### config.mk
export PLATFORM = sky130hd
export DESIGN_NAME = trng_byte_conditioner
export DESIGN_NICKNAME = d
export VERILOG_FILES = /design/src/rtl/trng_pkg.sv /design/src/rtl/trng_byte_fifo.sv /design/src/rtl/trng_byte_conditioner.sv
export SDC_FILE = /design/constraint.sdc
export NUM_CORES = 1
export LEC_CHECK = 0
export ABC_AREA = 1
export BUFFER_PORTS_ARGS = -buffer_cell sky130_fd_sc_hd__buf_2
export CAP_MARGIN = 40
export CORE_MARGIN = 2
export CORE_UTILIZATION = 30
export CTS_CLUSTER_SIZE = 20
export DETAILED_ROUTE_END_ITERATION = 8
export GPL_TIMING_DRIVEN = 0
export PLACE_DENSITY = 0.48
export SETUP_SLACK_MARGIN = 0.1
export SLEW_MARGIN = 20
export SYNTH_ARGS = -nofsm -noshare
export SYNTH_HDL_FRONTEND = slang
export SYNTH_HIERARCHICAL = 1
export SYNTH_SLANG_ARGS = --single-unit
### constraint.sdc
create_clock -name clk -period 6.6 [get_ports clk]
set_input_delay 0.66 -clock clk [delete_from_list [all_inputs] [get_ports clk]]
set_output_delay 0.66 -clock clk [all_outputs]
set_load 0.02 [all_outputs]
### src/rtl/trng_pkg.sv
// Shared constants and types for the TRNG byte conditioner.
package trng_pkg;

  localparam int unsigned TRNG_ADDR_W = 4;
  localparam int unsigned TRNG_DATA_W = 8;

  // Peripheral register addresses
  localparam logic [TRNG_ADDR_W-1:0] TRNG_ADDR_DATA   = 4'd0;
  localparam logic [TRNG_ADDR_W-1:0] TRNG_ADDR_STATUS = 4'd1;
  localparam logic [TRNG_ADDR_W-1:0] TRNG_ADDR_CTRL   = 4'd2;

  // CTRL register bit positions
  localparam int unsigned TRNG_CTRL_ENABLE_BIT = 0;
  localparam int unsigned TRNG_CTRL_CLEAR_BIT  = 1;

  // STATUS register bit positions
  localparam int unsigned TRNG_STAT_RCT_FAIL_BIT = 7;
  localparam int unsigned TRNG_STAT_OVERFLOW_BIT = 6;
  localparam int unsigned TRNG_STAT_ENABLE_BIT   = 5;

  // STATUS register layout as seen by software
  typedef struct packed {
    logic       rct_fail;
    logic       overflow;
    logic       enable;
    logic       rsvd;
    logic [3:0] count;
  } trng_status_t;

  // Von Neumann pair tracking
  typedef enum logic {
    VN_IDLE       = 1'b0,
    VN_HAVE_FIRST = 1'b1
  } vn_state_e;

endpackage

### src/rtl/trng_byte_fifo.sv
// Small synchronous byte FIFO; flush empties it, a pop frees a slot for a same-cycle push.
module trng_byte_fifo
  import trng_pkg::*;
#(
  parameter int unsigned DEPTH = 4,
  parameter int unsigned CNT_W = $clog2(DEPTH) + 1
) (
  input  logic                   clk,
  input  logic                   rst,
  input  logic                   i_push,
  input  logic [TRNG_DATA_W-1:0] i_data,
  input  logic                   i_pop,
  input  logic                   i_flush,
  output logic                   o_full_c,
  output logic                   o_empty_c,
  output logic [CNT_W-1:0]       o_count,
  output logic [TRNG_DATA_W-1:0] o_head_c
);

  localparam int unsigned AW = $clog2(DEPTH);

  logic [TRNG_DATA_W-1:0] r_mem [DEPTH];
  logic [AW-1:0]          r_rd_ptr;
  logic [AW-1:0]          r_wr_ptr;
  logic [CNT_W-1:0]       r_count;
  logic                   w_do_pop;
  logic                   w_do_push;

  assign o_full_c  = (r_count == CNT_W'(DEPTH));
  assign o_empty_c = (r_count == '0);
  assign o_count   = r_count;
  assign o_head_c  = r_mem[r_rd_ptr];

  // Pop is evaluated first so a full FIFO can accept a push in the same cycle
  assign w_do_pop  = i_pop && !o_empty_c;
  assign w_do_push = i_push && (!o_full_c || w_do_pop);

  // Pointer and occupancy tracking
  always_ff @(posedge clk) begin
    if (rst || i_flush) begin
      r_rd_ptr <= '0;
      r_wr_ptr <= '0;
      r_count  <= '0;
    end else begin
      if (w_do_pop)  r_rd_ptr <= r_rd_ptr + AW'(1);
      if (w_do_push) r_wr_ptr <= r_wr_ptr + AW'(1);
      if (w_do_push && !w_do_pop)      r_count <= r_count + CNT_W'(1);
      else if (w_do_pop && !w_do_push) r_count <= r_count - CNT_W'(1);
    end
  end

  // Storage array, written only on an accepted push
  always_ff @(posedge clk) begin
    if (w_do_push && !i_flush && !rst) r_mem[r_wr_ptr] <= i_data;
  end

endmodule

### src/rtl/trng_byte_conditioner.sv
// TRNG raw-bit conditioner: repetition-count health test, optional von Neumann
// debiasing, byte packing and a small FIFO exposed as peripheral registers.
// Build option: define TRNG_VON_NEUMANN_EN to insert the von Neumann debiaser.
module trng_byte_conditioner
  import trng_pkg::*;
#(
  parameter int unsigned FIFO_DEPTH = 4,
  parameter int unsigned RCT_CUTOFF = 32
) (
  input  logic                   clk,
  input  logic                   rst,
  input  logic                   raw_bit,
  input  logic                   raw_valid,
  input  logic [TRNG_ADDR_W-1:0] address,
  input  logic                   data_write,
  input  logic [TRNG_DATA_W-1:0] data_in,
  input  logic                   data_read,
  output logic [TRNG_DATA_W-1:0] data_out,
  output logic                   byte_avail
);

  localparam int unsigned CNT_W   = $clog2(FIFO_DEPTH) + 1;
  localparam int unsigned RCT_W   = 8;
  localparam int unsigned PCNT_W  = 3;

  logic                   r_enable;
  logic                   r_rct_fail;
  logic                   r_overflow;
  logic                   r_rct_prev;
  logic [RCT_W-1:0]       r_rct_cnt;
  logic [TRNG_DATA_W-1:0] r_shift;
  logic [PCNT_W-1:0]      r_pcnt;

  logic                   w_ctrl_wr;
  logic                   w_clear;
  logic                   w_flush;
  logic                   w_raw_take;
  logic                   w_accept;
  logic                   w_accept_bit;
  logic [TRNG_DATA_W-1:0] w_shift_next;
  logic                   w_byte_done;
  logic                   w_pop;
  logic                   w_drop;
  logic                   w_full;
  logic                   w_empty;
  logic [CNT_W-1:0]       w_count;
  logic [TRNG_DATA_W-1:0] w_head;
  trng_status_t           w_status;
  logic                   w_unused_ctrl_bits;

  assign w_ctrl_wr  = data_write && (address == TRNG_ADDR_CTRL);
  assign w_clear    = w_ctrl_wr && data_in[TRNG_CTRL_CLEAR_BIT];
  assign w_flush    = w_clear || r_rct_fail;
  assign w_raw_take = raw_valid && r_enable && !r_rct_fail && !w_clear;
  assign w_pop      = data_read && (address == TRNG_ADDR_DATA);
  assign w_unused_ctrl_bits = ^data_in[TRNG_DATA_W-1:2];

  // Enable, sticky health-test failure and sticky overflow flags
  always_ff @(posedge clk) begin
    if (rst) begin
      r_enable   <= 1'b0;
      r_rct_fail <= 1'b0;
      r_overflow <= 1'b0;
    end else begin
      if (w_ctrl_wr) r_enable <= data_in[TRNG_CTRL_ENABLE_BIT];
      if (w_clear) begin
        r_rct_fail <= 1'b0;
        r_overflow <= 1'b0;
      end else begin
        if (r_rct_cnt == RCT_W'(RCT_CUTOFF)) r_rct_fail <= 1'b1;
        if (w_drop)                          r_overflow <= 1'b1;
      end
    end
  end

  // Repetition-count test on the raw stream; a zero count means no previous bit
  always_ff @(posedge clk) begin
    if (rst || w_clear) begin
      r_rct_cnt  <= '0;
      r_rct_prev <= 1'b0;
    end else if (w_raw_take) begin
      r_rct_prev <= raw_bit;
      if ((r_rct_cnt == '0) || (raw_bit != r_rct_prev)) begin
        r_rct_cnt <= RCT_W'(1);
      end else if (r_rct_cnt != RCT_W'(RCT_CUTOFF)) begin
        r_rct_cnt <= r_rct_cnt + RCT_W'(1);
      end
    end
  end

`ifdef TRNG_VON_NEUMANN_EN
  vn_state_e r_vn_state;
  vn_state_e w_vn_next;
  logic      r_vn_first;

  // Debias state register; pair state is dropped on clear or health failure
  always_ff @(posedge clk) begin
    if (rst || w_clear || r_rct_fail) begin
      r_vn_state <= VN_IDLE;
      r_vn_first <= 1'b0;
    end else begin
      r_vn_state <= w_vn_next;
      if (w_raw_take && (r_vn_state == VN_IDLE)) r_vn_first <= raw_bit;
    end
  end

  // Debias next state: accept the first bit of an unequal pair
  always_comb begin
    w_vn_next    = r_vn_state;
    w_accept     = 1'b0;
    w_accept_bit = r_vn_first;
    if (w_raw_take) begin
      if (r_vn_state == VN_IDLE) begin
        w_vn_next = VN_HAVE_FIRST;
      end else begin
        w_vn_next = VN_IDLE;
        w_accept  = (raw_bit != r_vn_first);
      end
    end
  end
`else
  assign w_accept     = w_raw_take;
  assign w_accept_bit = raw_bit;
`endif

  assign w_shift_next = {w_accept_bit, r_shift[TRNG_DATA_W-1:1]};
  assign w_byte_done  = w_accept && (r_pcnt == PCNT_W'(7));
  assign w_drop       = w_byte_done && w_full && !w_pop;

  // Byte packer: new bits enter at the MSB; the counter wraps to 0 after a byte
  always_ff @(posedge clk) begin
    if (rst || w_clear || r_rct_fail) begin
      r_shift <= '0;
      r_pcnt  <= '0;
    end else if (w_accept) begin
      r_shift <= w_shift_next;
      r_pcnt  <= r_pcnt + PCNT_W'(1);
    end
  end

  trng_byte_fifo #(
    .DEPTH (FIFO_DEPTH),
    .CNT_W (CNT_W)
  ) u_fifo (
    .clk       (clk),
    .rst       (rst),
    .i_push    (w_byte_done),
    .i_data    (w_shift_next),
    .i_pop     (w_pop),
    .i_flush   (w_flush),
    .o_full_c  (w_full),
    .o_empty_c (w_empty),
    .o_count   (w_count),
    .o_head_c  (w_head)
  );

  assign byte_avail = !w_empty;

  // Register read mux over registered state
  always_comb begin
    w_status          = '0;
    w_status.rct_fail = r_rct_fail;
    w_status.overflow = r_overflow;
    w_status.enable   = r_enable;
    w_status.count    = 4'(w_count);
    data_out          = '0;
    if (address == TRNG_ADDR_DATA) begin
      data_out = w_empty ? '0 : w_head;
    end else if (address == TRNG_ADDR_STATUS) begin
      data_out = w_status;
    end
  end

endmodule

==> results.ini <==
[sta]
setup_viol=0
worst_hold_slack_ps=456
min_period_ps=2830
hold_viol=0
worst_slew_pin_slew_ps=777
max_slew_margin_pct=48.0
timing.fmax_mhz=353
slew_viol_final=0
grt_setup_unrepaired=no
tns_ps=0
period_share_pct=42.9
finClkSkew_ps=5.69

[routing]
routed-via-count=2320
ant_nets=0
dr.pass1.iters=5
routed_wl_mm=6.42
dr.first_iter.drc_count=72
drcViolationCount=0
wl_per_cell_um=12.5
detail_route.vias_per_cell=4.50

[clock_network]
cts_resized=0
cts_tree=yes
cts_max_level=3
cts_hold_buf=0
cts_root_buf=clkbuf_8
clock-sinks=63
post_cts_buffers=0
cts_made_buffers=9
clk_pin_slew_worst_paths_ps=60
cts_buffer_depth=2
clkLatencyLatePin_ps=340

[final_layout]
fin_nets=405
diodes=0
drive_gt1_share_pct=17.5
syn2layout_area_growth_pct=16.3

[run]
drv_cap=0

[synth]
synth_top_cell_by_area=edfxtp_1
synth_ff_type=edfxtp_1
ys_seq_area_share_pct=53.0
synth_most_common_cell=nand2_1
yosysWarnings=6
synth_top_area_share_pct=32.2
synth_edf_count=32
ys_async_sr_fraction_pct=0
synth_seq_cells=63
avgSynthCellArea_um2=8.71
synth_fp_nets=371
syn_area_mm2=0.00299
synth_cells=343
yosysUniqueCellTypes=29
synth.top_cells.by_count=nand2_1 (71), nor2_1 (43), inv_1 (38)
yosys-top-cells-area=edfxtp_1 (32%), dfxtp_1 (21%), nand2_1 (8.9%)

[critical_path]
worstPathMaxFanout=8
crit_path_frequent_cell=nand2_1
cp_slowest_cell=nor2_1
regToRegStartpoint=r_rct_fail
critPathArrivalTime_ps=2800
max_stage_delay_ps=610
reg2reg_setup_slack_ps=4330
critPathLaunchType=input port
required_ps=6570
path_cells=buf_2 > nor2_4 > nand2_1 > nor2_2 > nand2_1 > inv_1 > inv_1 > nand3_2 > nand2_1 > inv_2 > nand2_2 > nor2_1
critical_path_class=input port to register
end_kind=register
crit_path_start=address[3]

[power]
power_density_mw_per_mm2=220
internal_power_uw=606
power.share.combinational_pct=2.3
p_leak_uw=0.00134
switching_power_uw=158
switching_share_pct=20.7
vdd_drop_max_uv=140
seqPwrFrac_pct=53.5
clkPwrFrac_pct=44.2

[floorplan]
ioPinCount=27
die_h_um=104
row_count=36
dieArea_mm2=0.0108
start_util_pct=30.7
core_area_mm2=0.00973
die_w_um=104

[status]
outcome=finished clean

[grt]
grt.total_usage_pct=12.9
overflow=0
grt_pass1_wl_mm=10.9
grt_pass1_vias=2183
antenna_found_initial=0
grt_max_degree=11

[place]
hpwl_mm=4.48
io_buffers=20
gp_congestion=0.757

[hold_path]
worstHoldStart=r_overflow
hold_path.class=register to register

path summary, 6_finish.rpt:
check	cells after the start	to
max	12	u_fifo/r_mem[1][0]
min	2	r_overflow
max reg2reg	9	u_fifo/r_mem[1][0]
min reg2reg	2	r_overflow
flip-flops by register name (all words and copies together), names as in the netlist, named ones only:
name             flops
r_enable             1
r_overflow           1
r_pcnt               3
r_rct_cnt            8
r_rct_fail           1
r_rct_prev           1
r_shift              7
u_fifo/o_count       3
u_fifo/r_mem        32
u_fifo/r_rd_ptr      2
u_fifo/r_wr_ptr      2
per-layer routing:
| metal | track usage (%) | vias up | part of all wire [%] | wire length [um] |
|---|---|---|---|---|
| met3 | 4.15 | 7 | 4.1 | 263 |
| met1 | 15.8 | 1075 | 46 | 2920 |
| met2 | 21.1 | 35 | 48 | 3110 |
| met5 | 0 | - | 0 | 0 |
| met4 | 5.12 | 0 | 2.0 | 127 |
| li1 | - | 1203 | - | - |
layout by cell type, fill, tap and decap left out, types with 3 or more instances in the layout:
master,Yosys,routed
o21ai_0,19,19
nor2_1,43,43
buf_2,1,21
nand2_2,6,6
buf_4,1,4
nor2_2,4,4
inv_1,38,38
a21oi_1,27,27
nand2_1,71,71
nand4_1,3,3
o21ai_1,3,3
inv_2,5,5
edfxtp_1,32,32
o22ai_1,8,8
clkbuf_8,0,11
o21ai_2,3,3
ha_1,9,9
dfxtp_1,31,31
nand3_1,23,23
area by class of cell:
class                           instances  area, um2
Timing Repair Buffer                   23        123
Sequential cell                        63       1580
Tap cell                              133        166
Buffer                                  4       35.0
Multi-Input combinational cell        231       1200
Inverter                               45        171
Clock buffer                           12        155
Clock inverter                          4       43.8
Fill cell                            1043       6250
per-stage QoR:
step / cell area (um2) / util (%) / instances / power (uW) / setup WS, ps
2_1_floorplan: 2990 / - / 343 / 427 / 4040
3_3_place_gp: 3250 / 33.4 / 496 / 435 / 3330
3_5_place_dp: 3250 / 33.4 / 496 / 435 / 3310
4_1_cts: 3450 / 35.5 / 512 / 776 / 3670
5_1_grt: 3470 / 35.7 / 515 / 794 / 3570
6_report: 3470 / 35.7 / 515 / 764 / 3770
logic make-up after synthesis:
group	Yosys count	share of synthesized area [%]
simple gates	159	24.3
flops	63	53.0
compound gates	60	10.8
buf+inv	49	6.91
fa+ha+maj	10	4.44
xor+xnor	2	0.587
power groups by stage:
stage	Clock, uW	Sequential [uW]	Combinational, uW
2_1_floorplan	0	417	10.1
4_1_cts	350	408	18.0
3_3_place_gp	0	417	17.8
5_1_grt	365	408	20.3
6_report	338	408	17.6
3_5_place_dp	0	417	18.0
critical path: cells and delay by family:
kind / cells / cell delay, ps
buffers and inverters: 4 / 410
AND/OR/NAND/NOR: 8 / 1730
Note: power is estimated with default switching activity, not from simulation.
